===== config.mk =====
export PLATFORM = sky130hd
export DESIGN_NAME = mc_controller_flat
export DESIGN_NICKNAME = d
export VERILOG_FILES = /design/src/rtl/cpu_pkg.sv /design/src/rtl/mc_controller_if.sv /design/src/rtl/mc_ctrl_decode.sv /design/src/rtl/mc_controller.sv /design/src/flat_wrapper.sv
export SDC_FILE = /design/constraint.sdc
export NUM_CORES = 1
export LEC_CHECK = 0
export CAP_MARGIN = 15
export CORE_MARGIN = 2
export CORE_UTILIZATION = 34
export CTS_CLUSTER_SIZE = 30
export DETAILED_ROUTE_END_ITERATION = 12
export PLACE_DENSITY = 0.85
export SLEW_MARGIN = 40
export SYNTH_ARGS = -nofsm -noshare
export SYNTH_HDL_FRONTEND = slang
export SYNTH_SLANG_ARGS = --single-unit

===== constraint.sdc =====
create_clock -name clk -period 1.17 [get_ports clk]
set_input_delay 0.234 -clock clk [delete_from_list [all_inputs] [get_ports clk]]
set_output_delay 0.234 -clock clk [all_outputs]
set_load 0.02 [all_outputs]

===== src/rtl/cpu_pkg.sv =====
// Shared types and encodings for the multicycle CPU control path.
package cpu_pkg;

    localparam int unsigned OP_W    = 4;
    localparam int unsigned FUNCT_W = 3;
    localparam int unsigned ALUOP_W = 3;

    // Controller states
    typedef enum logic [3:0] {
        IDLE, FETCH, DECODE, EXEC, ALUWB, IMMEXEC, IMMWB,
        MEMADR, MEMRD, MEMWB, MEMWR, BRANCH, JUMP
    } state_t;

    // Opcodes (IR[15:12]); anything with bit 3 set is undefined
    localparam logic [OP_W-1:0] OP_RTYPE = 4'd0;
    localparam logic [OP_W-1:0] OP_ADDI  = 4'd1;
    localparam logic [OP_W-1:0] OP_LW    = 4'd2;
    localparam logic [OP_W-1:0] OP_SW    = 4'd3;
    localparam logic [OP_W-1:0] OP_BEQ   = 4'd4;
    localparam logic [OP_W-1:0] OP_J     = 4'd5;
    localparam logic [OP_W-1:0] OP_ANDI  = 4'd6;
    localparam logic [OP_W-1:0] OP_ORI   = 4'd7;

    // ALU operations, shared with the ALU decode
    localparam logic [ALUOP_W-1:0] ALU_ADD = 3'd0;
    localparam logic [ALUOP_W-1:0] ALU_SUB = 3'd1;
    localparam logic [ALUOP_W-1:0] ALU_AND = 3'd2;
    localparam logic [ALUOP_W-1:0] ALU_OR  = 3'd3;
    localparam logic [ALUOP_W-1:0] ALU_SLL = 3'd4;
    localparam logic [ALUOP_W-1:0] ALU_SRL = 3'd5;
    localparam logic [ALUOP_W-1:0] ALU_SLT = 3'd6;
    localparam logic [ALUOP_W-1:0] ALU_NOR = 3'd7;

    // ALU operand B selects
    localparam logic [1:0] SRCB_REG   = 2'b00;
    localparam logic [1:0] SRCB_TWO   = 2'b01;
    localparam logic [1:0] SRCB_IMM   = 2'b10;
    localparam logic [1:0] SRCB_IMMSH = 2'b11;

    // PC source selects
    localparam logic [1:0] PCSRC_ALU    = 2'b00;
    localparam logic [1:0] PCSRC_ALUOUT = 2'b01;
    localparam logic [1:0] PCSRC_JUMP   = 2'b10;

    // Full control word driven toward the datapath
    typedef struct packed {
        logic [ALUOP_W-1:0] aluop;
        logic               alusrca;
        logic [1:0]         alusrcb;
        logic               iord;
        logic               irwrite;
        logic               pcwrite;
        logic [1:0]         pcsrc;
        logic               memwrite;
        logic               memread;
        logic               regwrite;
        logic               regdst;
        logic               memtoreg;
        logic               instr_done;
        logic               illegal;
        logic               mem_err;
    } ctrl_t;

    function automatic logic is_illegal(input logic [OP_W-1:0] op);
        return op[OP_W-1];
    endfunction

endpackage


===== src/rtl/mc_controller_if.sv =====
// Controller <-> datapath/memory control bus.
interface mc_controller_if;
    import cpu_pkg::*;

    logic [OP_W-1:0]    opcode;
    logic [FUNCT_W-1:0] funct;
    logic               zero;
    logic               mem_ready;
    logic [ALUOP_W-1:0] aluop;
    logic               alusrca;
    logic [1:0]         alusrcb;
    logic               iord;
    logic               irwrite;
    logic               pcwrite;
    logic [1:0]         pcsrc;
    logic               memwrite;
    logic               memread;
    logic               regwrite;
    logic               regdst;
    logic               memtoreg;
    logic               instr_done;
    logic               illegal;
    logic               mem_err;

    modport master (
        input  opcode, funct, zero, mem_ready,
        output aluop, alusrca, alusrcb, iord, irwrite, pcwrite, pcsrc,
               memwrite, memread, regwrite, regdst, memtoreg,
               instr_done, illegal, mem_err
    );

    modport slave (
        output opcode, funct, zero, mem_ready,
        input  aluop, alusrca, alusrcb, iord, irwrite, pcwrite, pcsrc,
               memwrite, memread, regwrite, regdst, memtoreg,
               instr_done, illegal, mem_err
    );
endinterface


===== src/rtl/mc_ctrl_decode.sv =====
// Combinational map from controller state to the datapath control word.
module mc_ctrl_decode
    import cpu_pkg::*;
(
    input  state_t             state_i,
    input  logic [OP_W-1:0]    opcode_i,
    input  logic [FUNCT_W-1:0] funct_i,
    input  logic               zero_i,
    input  logic               mem_ready_i,
    input  logic               timeout_i,
    output ctrl_t              ctrl_o
);

    // Per-state control outputs; unlisted signals stay 0
    always_comb begin
        ctrl_o = '0;
        case (state_i)
            FETCH: begin
                ctrl_o.memread = 1'b1;
                ctrl_o.alusrcb = SRCB_TWO;
                ctrl_o.aluop   = ALU_ADD;
                ctrl_o.pcsrc   = PCSRC_ALU;
                ctrl_o.irwrite = mem_ready_i && !timeout_i;
                ctrl_o.pcwrite = mem_ready_i && !timeout_i;
                ctrl_o.mem_err = timeout_i;
            end
            DECODE: begin
                ctrl_o.alusrcb    = SRCB_IMMSH;
                ctrl_o.aluop      = ALU_ADD;
                ctrl_o.illegal    = is_illegal(opcode_i);
                ctrl_o.instr_done = is_illegal(opcode_i);
            end
            EXEC: begin
                ctrl_o.alusrca = 1'b1;
                ctrl_o.alusrcb = SRCB_REG;
                ctrl_o.aluop   = funct_i;
            end
            ALUWB: begin
                ctrl_o.regwrite   = 1'b1;
                ctrl_o.regdst     = 1'b1;
                ctrl_o.instr_done = 1'b1;
            end
            IMMEXEC: begin
                ctrl_o.alusrca = 1'b1;
                ctrl_o.alusrcb = SRCB_IMM;
                case (opcode_i)
                    OP_ANDI: ctrl_o.aluop = ALU_AND;
                    OP_ORI:  ctrl_o.aluop = ALU_OR;
                    default: ctrl_o.aluop = ALU_ADD;
                endcase
            end
            IMMWB: begin
                ctrl_o.regwrite   = 1'b1;
                ctrl_o.instr_done = 1'b1;
            end
            MEMADR: begin
                ctrl_o.alusrca = 1'b1;
                ctrl_o.alusrcb = SRCB_IMM;
                ctrl_o.aluop   = ALU_ADD;
            end
            MEMRD: begin
                ctrl_o.memread = 1'b1;
                ctrl_o.iord    = 1'b1;
                ctrl_o.mem_err = timeout_i;
            end
            MEMWB: begin
                ctrl_o.regwrite   = 1'b1;
                ctrl_o.memtoreg   = 1'b1;
                ctrl_o.instr_done = 1'b1;
            end
            MEMWR: begin
                ctrl_o.memwrite   = !timeout_i;
                ctrl_o.iord       = 1'b1;
                ctrl_o.instr_done = mem_ready_i;
                ctrl_o.mem_err    = timeout_i;
            end
            BRANCH: begin
                ctrl_o.alusrca    = 1'b1;
                ctrl_o.alusrcb    = SRCB_REG;
                ctrl_o.aluop      = ALU_SUB;
                ctrl_o.pcsrc      = PCSRC_ALUOUT;
                ctrl_o.pcwrite    = zero_i;
                ctrl_o.instr_done = 1'b1;
            end
            JUMP: begin
                ctrl_o.pcsrc      = PCSRC_JUMP;
                ctrl_o.pcwrite    = 1'b1;
                ctrl_o.instr_done = 1'b1;
            end
            default: ;
        endcase
    end

endmodule


===== src/rtl/mc_controller.sv =====
// Multicycle CPU control unit: state register, sequencing and memory timeout.
module mc_controller
    import cpu_pkg::*;
#(
    parameter int unsigned MEM_TIMEOUT = 0,
    parameter int unsigned TO_W        = 8
) (
    input  logic             clk,
    input  logic             rst_n,
    mc_controller_if.master  cpu_if
);

    state_t          state_q, state_d;
    logic [TO_W-1:0] cnt_q, cnt_d;
    logic            wait_st_c;
    logic            timeout_c;
    ctrl_t           ctrl_c;

    // Memory wait states and the timeout condition
    always_comb begin
        wait_st_c = (state_q == FETCH) || (state_q == MEMRD) || (state_q == MEMWR);
        timeout_c = (MEM_TIMEOUT != 0) && wait_st_c && !cpu_if.mem_ready
                    && (cnt_q == TO_W'(MEM_TIMEOUT));
    end

    // Next-state sequencing
    always_comb begin
        state_d = state_q;
        case (state_q)
            IDLE:    state_d = FETCH;
            FETCH:   if (cpu_if.mem_ready) state_d = DECODE;
            DECODE: begin
                case (cpu_if.opcode)
                    OP_RTYPE:                 state_d = EXEC;
                    OP_ADDI, OP_ANDI, OP_ORI: state_d = IMMEXEC;
                    OP_LW, OP_SW:             state_d = MEMADR;
                    OP_BEQ:                   state_d = BRANCH;
                    OP_J:                     state_d = JUMP;
                    default:                  state_d = FETCH;
                endcase
            end
            EXEC:    state_d = ALUWB;
            IMMEXEC: state_d = IMMWB;
            MEMADR:  state_d = (cpu_if.opcode == OP_LW) ? MEMRD : MEMWR;
            MEMRD: begin
                if (timeout_c)             state_d = FETCH;
                else if (cpu_if.mem_ready) state_d = MEMWB;
            end
            MEMWR:   if (timeout_c || cpu_if.mem_ready) state_d = FETCH;
            ALUWB, IMMWB, MEMWB, BRANCH, JUMP: state_d = FETCH;
            default: state_d = IDLE;
        endcase
    end

    // Wait counter: counts while a wait state holds, clears on any exit or re-entry
    always_comb begin
        if ((MEM_TIMEOUT != 0) && wait_st_c && !cpu_if.mem_ready && !timeout_c)
            cnt_d = cnt_q + TO_W'(1);
        else
            cnt_d = '0;
    end

    // State and counter registers
    always_ff @(posedge clk or negedge rst_n) begin
        if (!rst_n) begin
            state_q <= IDLE;
            cnt_q   <= '0;
        end else begin
            state_q <= state_d;
            cnt_q   <= cnt_d;
        end
    end

    mc_ctrl_decode u_decode (
        .state_i     (state_q),
        .opcode_i    (cpu_if.opcode),
        .funct_i     (cpu_if.funct),
        .zero_i      (cpu_if.zero),
        .mem_ready_i (cpu_if.mem_ready),
        .timeout_i   (timeout_c),
        .ctrl_o      (ctrl_c)
    );

    assign cpu_if.aluop      = ctrl_c.aluop;
    assign cpu_if.alusrca    = ctrl_c.alusrca;
    assign cpu_if.alusrcb    = ctrl_c.alusrcb;
    assign cpu_if.iord       = ctrl_c.iord;
    assign cpu_if.irwrite    = ctrl_c.irwrite;
    assign cpu_if.pcwrite    = ctrl_c.pcwrite;
    assign cpu_if.pcsrc      = ctrl_c.pcsrc;
    assign cpu_if.memwrite   = ctrl_c.memwrite;
    assign cpu_if.memread    = ctrl_c.memread;
    assign cpu_if.regwrite   = ctrl_c.regwrite;
    assign cpu_if.regdst     = ctrl_c.regdst;
    assign cpu_if.memtoreg   = ctrl_c.memtoreg;
    assign cpu_if.instr_done = ctrl_c.instr_done;
    assign cpu_if.illegal    = ctrl_c.illegal;
    assign cpu_if.mem_err    = ctrl_c.mem_err;

endmodule


===== src/flat_wrapper.sv =====
// flat-port wrapper written by rule: the top's interface ports become plain ports
module mc_controller_flat import cpu_pkg::*;
#(
    parameter int unsigned MEM_TIMEOUT = 0,
    parameter int unsigned TO_W        = 8
)
  (clk, rst_n, cpu_if_opcode, cpu_if_funct, cpu_if_zero, cpu_if_mem_ready, cpu_if_aluop, cpu_if_alusrca, cpu_if_alusrcb, cpu_if_iord, cpu_if_irwrite, cpu_if_pcwrite, cpu_if_pcsrc, cpu_if_memwrite, cpu_if_memread, cpu_if_regwrite, cpu_if_regdst, cpu_if_memtoreg, cpu_if_instr_done, cpu_if_illegal, cpu_if_mem_err);
  mc_controller_if cpu_if_i ();
  input  logic clk;
  input  logic rst_n;
  input wire logic [$bits(cpu_if_i.opcode)-1:0] cpu_if_opcode;
  input wire logic [$bits(cpu_if_i.funct)-1:0] cpu_if_funct;
  input wire logic [$bits(cpu_if_i.zero)-1:0] cpu_if_zero;
  input wire logic [$bits(cpu_if_i.mem_ready)-1:0] cpu_if_mem_ready;
  output wire logic [$bits(cpu_if_i.aluop)-1:0] cpu_if_aluop;
  output wire logic [$bits(cpu_if_i.alusrca)-1:0] cpu_if_alusrca;
  output wire logic [$bits(cpu_if_i.alusrcb)-1:0] cpu_if_alusrcb;
  output wire logic [$bits(cpu_if_i.iord)-1:0] cpu_if_iord;
  output wire logic [$bits(cpu_if_i.irwrite)-1:0] cpu_if_irwrite;
  output wire logic [$bits(cpu_if_i.pcwrite)-1:0] cpu_if_pcwrite;
  output wire logic [$bits(cpu_if_i.pcsrc)-1:0] cpu_if_pcsrc;
  output wire logic [$bits(cpu_if_i.memwrite)-1:0] cpu_if_memwrite;
  output wire logic [$bits(cpu_if_i.memread)-1:0] cpu_if_memread;
  output wire logic [$bits(cpu_if_i.regwrite)-1:0] cpu_if_regwrite;
  output wire logic [$bits(cpu_if_i.regdst)-1:0] cpu_if_regdst;
  output wire logic [$bits(cpu_if_i.memtoreg)-1:0] cpu_if_memtoreg;
  output wire logic [$bits(cpu_if_i.instr_done)-1:0] cpu_if_instr_done;
  output wire logic [$bits(cpu_if_i.illegal)-1:0] cpu_if_illegal;
  output wire logic [$bits(cpu_if_i.mem_err)-1:0] cpu_if_mem_err;
  assign cpu_if_i.opcode = cpu_if_opcode;
  assign cpu_if_i.funct = cpu_if_funct;
  assign cpu_if_i.zero = cpu_if_zero;
  assign cpu_if_i.mem_ready = cpu_if_mem_ready;
  assign cpu_if_aluop = cpu_if_i.aluop;
  assign cpu_if_alusrca = cpu_if_i.alusrca;
  assign cpu_if_alusrcb = cpu_if_i.alusrcb;
  assign cpu_if_iord = cpu_if_i.iord;
  assign cpu_if_irwrite = cpu_if_i.irwrite;
  assign cpu_if_pcwrite = cpu_if_i.pcwrite;
  assign cpu_if_pcsrc = cpu_if_i.pcsrc;
  assign cpu_if_memwrite = cpu_if_i.memwrite;
  assign cpu_if_memread = cpu_if_i.memread;
  assign cpu_if_regwrite = cpu_if_i.regwrite;
  assign cpu_if_regdst = cpu_if_i.regdst;
  assign cpu_if_memtoreg = cpu_if_i.memtoreg;
  assign cpu_if_instr_done = cpu_if_i.instr_done;
  assign cpu_if_illegal = cpu_if_i.illegal;
  assign cpu_if_mem_err = cpu_if_i.mem_err;
  mc_controller #(.MEM_TIMEOUT(MEM_TIMEOUT), .TO_W(TO_W)) u_core (.clk(clk), .rst_n(rst_n), .cpu_if(cpu_if_i));
endmodule

==> key figures, run 1 <==
Yosys
  • Register area share after synthesis: 17.5%
  • Post-synth EDFFs: 0
  • Post-synth top cells: 12 x nor2_1, 8 x a21oi_1, 8 x nand2_1
  • Number of distinct library cells after synthesis: 35
  • Synthesized area: roughly 570 um2
  • Syn Nets: 94
  • Avg Cell Area, Syn: 6.87 um2
  • Largest family of logic cells by synthesized area: simple AND/OR/NAND/NOR gates
  • Mux contribution to synthesized area: roughly 2.6%
  • Synth Area in XOR/XNOR: between 3 and 4%
  • Asr flop ratio synth: between 90% and 100%
  • Synth warnings: 0
  • Most frequent cell after synthesis: nor2_1
  • Adder-cell share of the synthesized area: 0%
  • Yosys top cell by area: dfrtp_1
  • Post-synth top flop: dfrtp_1
  • Synth Area in Simple Gates: roughly 42%
  • Yosys top cell area share: 17.5%
  • Top cells by area, synth: dfrtp_1 18%, nor2_1 7.9%, a21oi_1 7.0%
  • Cell count after synthesis: between 80 and 90
  • Compound-Gate Fraction of Synth Area: about a quarter
  • FF+latch count, synth: 4

Clock tree
  • Max Root-Sink Buffers: 2
  • CTS Buf Count: 3
  • Deepest level of the CTS H-tree: 1
  • Postcts setup bufs: 9
  • Post-CTS sizing: between 100 and 150
  • Clk root buf: clkbuf_4
  • CTS Hold Bufs: 0
  • CTS sink cnt: 4

Floorplanning
  • Initial core utilization: between 30% and 40%
  • Cell Rows: 14
  • I/O pins: 30
  • Die Ht: approximately 45 um
  • Die W: ~45 um

Placement
  • Hpwl dp: slightly below 2000 um
  • Placer Congestion: 0.913
  • # port buffers: 28

Run status
  • Status: stopped before the end
  • Stop err: [ERROR DPL-0038] Utilization greater than 100%, impossible to legalize
  • Fail Step: clock tree synthesis
## logic make-up after synthesis
group,Yosys count
AND/OR/NAND/NOR,43
flip-flops,4
AO/OA/AOI/OAI,21
buffers and inverters,11
XOR/XNOR,2
multiplexers,1
other,1
## per-stage QoR
stage	area (um2)	setup slack [ns]	hold WS, ns	util (%)	std cells
after detailed placement	1280	-0.839	0.456	83.1	151
after global placement	1280	-0.796	0.439	83.1	151
after floorplan	815	-0.262	-0.0616	-	83
==> inputs of run 2 (changes only) <==
--- a/config.mk
+++ b/config.mk
@@ -6,11 +6,10 @@
 export NUM_CORES = 1
 export LEC_CHECK = 0
 export CAP_MARGIN = 15
-export CORE_MARGIN = 2
-export CORE_UTILIZATION = 34
-export CTS_CLUSTER_SIZE = 30
+export CORE_AREA = 2 2 63 65
 export DETAILED_ROUTE_END_ITERATION = 12
-export PLACE_DENSITY = 0.85
+export DIE_AREA = 0 0 65 67
+export PLACE_DENSITY_LB_ADDON = 0.15
 export SLEW_MARGIN = 40
 export SYNTH_ARGS = -nofsm -noshare
 export SYNTH_HDL_FRONTEND = slang
==> constraint.sdc (replaced) <==
create_clock -name clk -period 1.5 [get_ports clk]
set_input_delay 0.3 -clock clk [delete_from_list [all_inputs] [get_ports clk]]
set_output_delay 0.3 -clock clk [all_outputs]
set_load 0.02 [all_outputs]
==> run 2 against run 1 <==
  * The flow now finishes, with violations (negative setup slack)
  * Synthesized cell count unchanged
  * Synthesized area unchanged
==> key figures, run 2 <==
Run status
  • Status: finished, violations left
  • Violated checks: negative setup slack

Placement
  • Post-DP Area: 0.00119 mm2 (-7.3%)
  • Placer Congestion: 0.742 (-19%)
  • Dpl ws: -0.596 ns (+0.243 ns)
  • Hpwl dp: 1930 um (-0.44%)
  • # port buffers: 28 (unchanged)

Final layout
  • Top Registers: u_core.state_q: 4 flops
  • Final Instance Area: roughly 0.0017 mm2
  • Most common cell after layout, fill and taps aside: buf_4
  • Post-layout nets: roughly 180
  • Area of the multi-input gates: 657 um2
  • Area grow syn2layout: 197%
  • Layout cell share with drive strength beyond 1: about 75%
  • # diodes: 0
  • Seq. cell area: roughly 110 um2
  • Biggest register: u_core.state_q
  • Most frequent cells in the layout: 43 x buf_4, 26 x buf_6, 7 x clkdlybuf4s50_1
  • Fillers: approximately 350
  • Max reg flops: 4

STA
  • Fin. Hold Viols: 0
  • Final setup viols: 22
  • Hold Slack: between 0.2 and 0.3 ns
  • RSZ-0062 raised after global routing: true
  • Setup ws final: -0.252 ns
  • Tcrit/Tclk final: 117%
  • Max Clk Rate: 571 MHz
  • Tmin final: 1.75 ns
  • Slew Viols, Final: 0
  • Worst Skew: approximately 0.0005 ns

Yosys
  • Syn Nets: 94 (unchanged)
  • Number of distinct library cells after synthesis: 35 (unchanged)
  • Post-synth top cells: 12 x nor2_1, 8 x a21oi_1, 8 x nand2_1
  • Yosys top cell area share: 17.5% (unchanged)
  • Most frequent cell after synthesis: nor2_1
  • Register area share after synthesis: 17.5% (unchanged)
  • Post-synth top flop: dfrtp_1
  • Avg Cell Area, Syn: 6.87 um2 (unchanged)
  • Asr flop ratio synth: 100% (unchanged)
  • FF+latch count, synth: 4 (unchanged)
  • Cell count after synthesis: 83 (unchanged)
  • Post-synth EDFFs: 0 (unchanged)
  • Synth warnings: 0 (unchanged)
  • Top cells by area, synth: dfrtp_1 18%, nor2_1 7.9%, a21oi_1 7.0%
  • Synthesized area: 571 um2 (unchanged)
  • Yosys top cell by area: dfrtp_1

Power
  • Max VDD drop: between 0.8 and 0.9 mV
  • Power Density: 1840 mW/mm2
  • Power, Total: ~0.0031 W
  • P_leak: 0.736 nW

Setup path
  • Worst setup EP type: output port
  • Reg-to-Reg Start: u_core.state_q[2]
  • Source of the critical timing path: u_core.state_q[2]
  • CP startpoint kind: flop
  • WP data arrival: about 1.5 ns
  • Worst R2R Path Depth: 8
  • Worst Path Max Fanout: 6
  • Kind of critical path: reg2out
  • CP required: 1.20 ns

Global routing
  • Total gr overflow: 0
  • Number of global-route vias before repair: around 900
  • Total global-route track usage: between 10% and 20%
  • Pin count of the biggest net entering global routing: 13
  • Number of antenna violations at the first check in global routing: 0
  • First-pass GRT wire length: 4340 um

Floorplanning
  • Initial core utilization: 15.8% (-21 points)
  • I/O pins: 30 (unchanged)
  • Cell Rows: 22 (+8)
  • Core area: 0.00361 mm2
  • Die W: 65 um (+45%)
  • Full die area: roughly 0.0044 mm2
  • Die Ht: 67 um (+49%)

Clock tree
  • Max Root-Sink Buffers: 2 (unchanged)
  • CTS Hold Bufs: 0 (unchanged)
  • Reg clk slew, reported paths: 0.03 ns
  • Clk root buf: clkbuf_8
  • CTS tree: done
  • Clock Latency Late Sink: between 0.2 and 0.25 ns
  • Deepest level of the CTS H-tree: 1 (unchanged)
  • CTS sink cnt: 4 (unchanged)
  • CTS Buf Count: 3 (unchanged)

Detailed routing
  • Top layer in use: met4
  • WL per Instance: 14.2 um
  • Met2 WL post-DR: about 1700 um
  • # DRC: 0
  • Iteration-0 DRC count of the detailed router: 16
  • Vias: 939
  • Met3 wire length: roughly 65 um
  • Pre-antenna DRT Iters: 4
  • Post-detailed-route count of antenna-violating nets: 0
  • DR vias/cell: about 4.5
  • Met1 wire length: 1200 um
  • Final wirelength: between 2000 and 3000 um

Run
  • Max-cap violations: 0

Worst hold path
  • Hold crit path type: in2async
==> run 2: cell counts after synthesis <==
Identical to the previous run, type by type.
==> run 2: path summary, 6_finish.rpt <==
| check | endpoint | slack [ns] |
|---|---|---|
| max in group asynchronous | u_core.state_q[0] | 1.03 |
| worst max-delay path | cpu_if_illegal | -0.25 |
| min in group clk | u_core.state_q[2] | 0.68 |
| worst max register to register | u_core.state_q[1] | -0.21 |
| worst min register to register | u_core.state_q[1] | 0.78 |
| worst min-delay path | u_core.state_q[1] | 0.29 |
==> run 2: kinds of logic after synthesis <==
logic type	share of synthesized area, %
flops	17.5
compound gates	24.8
mux	2.63
xor+xnor	3.07
simple gates	42.1
other cells	0.657
buf+inv	9.21
==> run 2: per-layer routing <==
layer,up-vias,GRT usage [%]
met1,460,15.3
met2,16,24.6
li1,461,-
met5,-,0
met3,2,0
met4,0,5.32
==> run 2: layout make-up <==
| type | instances | share of cell area (%) |
|---|---|---|
| timing repair buffer | 85 | 48.4 |
| clock buffer | 3 | 2.44 |
| tap | 48 | 3.55 |
| inverter | 2 | 0.591 |
| multi-input combinational | 68 | 38.8 |
| sequential | 4 | 6.21 |
==> run 2: worst max-delay path: stages, from the launching register on <==
cell,delay [ns]
dfrtp_2,0.47
buf_4,0.16
buf_6,0.11
buf_6,0.11
nor4b_4,0.20
buf_4,0.18
==> run 2: power breakdown <==
part / switching [W] / internal (W)
sequential: 0.0000948 / 0.000156
combinational: 0.00118 / 0.00146
clock: 0.0000559 / 0.000171
total: 0.00133 / 0.00179
==> run 2: stage by stage <==
| step | instances | utilization (%) | TNS (ns) |
|---|---|---|---|
| after global routing | 210 | 46.9 | -4.58 |
| after floorplan | 83 | - | -0.120 |
| after global placement | 185 | 32.9 | -9.19 |
| after detailed placement | 185 | 32.9 | -9.11 |
| after CTS | 199 | 41.4 | -2.24 |
| final | 210 | 46.9 | -3.63 |
==> run 2: what timing repair did <==
action | 4_1_cts | 5_1_grt
buffers inserted | 10 | 11
pin swaps | 21 | 11
gates cloned | 1 | 0
gates resized for setup | 149 | 21
endpoints found under the setup margin | 20 | 21
No activity file was read; power rests on OpenSTA's default activity.
==> inputs of run 3 (changes only) <==
--- a/config.mk
+++ b/config.mk
@@ -13,4 +13,5 @@
 export SLEW_MARGIN = 40
 export SYNTH_ARGS = -nofsm -noshare
 export SYNTH_HDL_FRONTEND = slang
+export SYNTH_HIERARCHICAL = 1
 export SYNTH_SLANG_ARGS = --single-unit
==> run 3 against run 2 <==
  * The flow still finishes with violations (negative setup slack)
  * Hold slack lost 0.0021 ns
  * Sequential power shrank 6%
  * Clock power shrank 4%
  * Worst setup slack lost 0.026 ns
  * Register-to-register slack gained 0.33 ns
  * Power shrank 7.1%
  * Critical path type unchanged
  * Largest cell class is now multi-input combinational cells
==> key figures, run 3 <==
Run status
  • Status: finished, violations left
  • Violated checks: negative setup slack

Detailed routing
  • Final wirelength: 2300 um (-23%)
  • Vias: 849 (-9.6%)
  • DR vias/cell: 4.33 (-3.1%)
  • Post-detailed-route count of antenna-violating nets: 0 (unchanged)
  • # DRC: 0 (unchanged)
  • Met1 wire length: 1020 um (-16%)
  • WL per Instance: 11.7 um (-17%)
  • Met2 WL post-DR: 1190 um (-30%)
  • Top layer in use: met3
  • Pre-antenna DRT Iters: 3 (-1)
  • Met3 wire length: 95 um (+46%)
  • Iteration-0 DRC count of the detailed router: 13 (-3)

Yosys
  • Register area share after synthesis: 15.9% (-1.6 points)
  • Mux contribution to synthesized area: 4.77% (+2.1 points)
  • Post-synth EDFFs: 0 (unchanged)
  • FF+latch count, synth: 4 (unchanged)
  • Number of distinct library cells after synthesis: 40 (+14%)
  • Top cells by area, synth: dfrtp_1 16%, nand2b_1 5.0%, buf_2 4.8%
  • Asr flop ratio synth: 100% (unchanged)
  • Post-synth top cells: 8 x nor2_1, 7 x nand2_1, 6 x buf_2
  • Synth Area in Simple Gates: 43.7% (+1.6 points)
  • Yosys top cell by area: dfrtp_1
  • Avg Cell Area, Syn: 7.32 um2 (+6.5%)
  • Yosys top cell area share: 15.9% (-1.6 points)
  • Cell count after synthesis: 86 (+3.6%)
  • Largest family of logic cells by synthesized area: simple AND/OR/NAND/NOR gates
  • Synth warnings: 6 (+6)
  • Adder-cell share of the synthesized area: 0% (unchanged)
  • Synth Area in XOR/XNOR: 2.78% (-0.29 points)
  • Compound-Gate Fraction of Synth Area: 23.3% (-1.5 points)
  • Post-synth top flop: dfrtp_1
  • Synthesized area: 629 um2 (+10%)
  • Most frequent cell after synthesis: nor2_1

Final layout
  • # diodes: 0 (unchanged)
  • Final Non-Filler Cells: 196 (-6.7%)
  • Most frequent cells in the layout: 27 x buf_4, 23 x buf_6, 6 x clkdlybuf4s50_1
  • Max reg flops: 4 (unchanged)
  • Fillers: 382 (+10%)
  • Post-layout nets: 161 (-8.0%)
  • Fin util: 43.1% (-3.9 points)
  • Area grow syn2layout: 147%
  • Most common cell after layout, fill and taps aside: buf_4
  • Biggest register: u_core/state_q
  • Layout cell share with drive strength beyond 1: 60.8% (-14 points)
  • Top Registers: u_core/state_q: 4 flops

Clock tree
  • Deepest level of the CTS H-tree: 1 (unchanged)
  • CTS sink cnt: 4 (unchanged)
  • CTS tree: done
  • Clock Latency Late Sink: 0.21 ns (about the same)
  • Reg clk slew, reported paths: 0.03 ns (about the same)
  • CTS Buf Count: 3 (unchanged)
  • Clk root buf: clkbuf_8
  • Max Root-Sink Buffers: 2 (unchanged)

Setup path
  • Worst setup EP type: output port
  • CP required: 1.20 ns (about the same)
  • Kind of critical path: reg2out
  • Worst R2R Path Depth: 5 (-3)
  • Worst Path Max Fanout: 5 (-1)
  • WP data arrival: 1.48 ns (+0.03 ns)
  • CP startpoint kind: flop

Placement
  • Placer Congestion: 0.695 (-6.4%)
  • # port buffers: 28 (unchanged)
  • Hpwl dp: 1630 um (-16%)
  • Post-Place Cells: 181 (-2.2%)

Power
  • P_leak: 0.678 nW (-8.0%)
  • Max VDD drop: 0.650 mV (-19%)
  • Power Density: 1870 mW/mm2 (+1.2%)

Global routing
  • Number of global-route vias before repair: 839 (-8.4%)
  • Total global-route track usage: 10.3% (-2.7 points)
  • Pin count of the biggest net entering global routing: 10 (-3)
  • First-pass GRT wire length: 3550 um (-18%)
  • Number of antenna violations at the first check in global routing: 0 (unchanged)
  • Total gr overflow: 0 (unchanged)

STA
  • RSZ-0062 raised after global routing: true
  • Tcrit/Tclk final: 119% (+1.7 points)
  • Tmin final: 1.78 ns (+0.0262 ns)
  • Worst Skew: 0.00173 ns (+0.00124 ns)
  • Slew Viols, Final: 0 (unchanged)
  • Setup ws final: -0.279 ns (-0.0262 ns)
  • Fin. Hold Viols: 0 (unchanged)
  • Final setup viols: 18 (-18%)
  • Max Clk Rate: 562 MHz (-1.5%)

Floorplanning
  • Core area: 0.00361 mm2 (unchanged)
  • Full die area: 0.00436 mm2 (unchanged)
  • I/O pins: 30 (unchanged)
  • Initial core utilization: 17.5% (+1.6 points)
  • Cell Rows: 22 (unchanged)
  • Die W: 65 um (unchanged)
  • Die Ht: 67 um (unchanged)

Run
  • Max-cap violations: 0 (unchanged)

Worst hold path
  • Hold crit path type: in2async
[run 3: logic make-up after synthesis]
family | count (synthesis)
and+or+nand+nor | 44
AOI/OAI and AO/OA | 21
buffers and inverters | 11
DFF | 4
muxes | 3
xor gates and xnor gates | 2
other | 1
[run 3: path summary, 6_finish.rpt]
kind                              startpoint                end  slack (ns)
min reg2reg                u_core/state_q[0]  u_core/state_q[0]        0.73
min in group clk            cpu_if_opcode[1]  u_core/state_q[2]        0.61
max reg2reg                u_core/state_q[3]  u_core/state_q[1]        0.12
min                                    rst_n  u_core/state_q[1]        0.29
max                        u_core/state_q[3]     cpu_if_pcwrite       -0.28
max in group asynchronous              rst_n  u_core/state_q[3]        1.04
[run 3: final cells by class]
| class | count | area, um2 | area share [%] |
|---|---|---|---|
| Sequential cell | 4 | 104 | 6.68 |
| Tap cell | 48 | 60.1 | 3.86 |
| Clock buffer | 3 | 41.3 | 2.66 |
| Inverter | 4 | 27.5 | 1.77 |
| Multi-Input combinational cell | 73 | 692 | 44.5 |
| Timing Repair Buffer | 64 | 629 | 40.5 |
[run 3: critical path: stages (launching register included)]
cell and delay [ns]:
dfrtp_2 0.44, or2_4 0.26, nor4b_4 0.29, nand2b_4 0.18, buf_6 0.11
[run 3: what timing repair did]
action                                  4_1_cts  5_1_grt
endpoints found under the setup margin       20       19
pin swaps                                     6        8
hold endpoints to repair                      0        0
hold buffers                                  0        0
buffers inserted                              9        8
resized for setup                           135       38
[run 3: where the power goes]
part           leakage (nW)  internal [W]  switching, W
logic                 0.609       0.00130       0.00114
registers            0.0468      0.000161     0.0000757
clock network        0.0216      0.000170     0.0000484
[run 3: stage by stage]
step | hold WS [ns] | area (um2) | setup slack, ns | total power (W) | setup TNS (ns)
4_1_cts | 0.289 | 1380 | -0.284 | 0.00249 | -2.95
5_1_grt | 0.286 | 1550 | -0.354 | 0.00309 | -3.83
2_1_floorplan | 0.00441 | 671 | -0.166 | 0.00116 | -0.747
3_5_place_dp | 0.515 | 1150 | -0.773 | 0.00187 | -9.28
6_report | 0.286 | 1550 | -0.279 | 0.00290 | -2.79
3_3_place_gp | 0.508 | 1150 | -0.718 | 0.00186 | -9.04
[run 3: metal layers]
layer / global-route usage (%) / vias to the layer above
li1: - / 433
met1: 12.8 / 400
met2: 18.2 / 16
met3: 0.845 / 0
met4: 3.99 / 0
met5: 0 / -
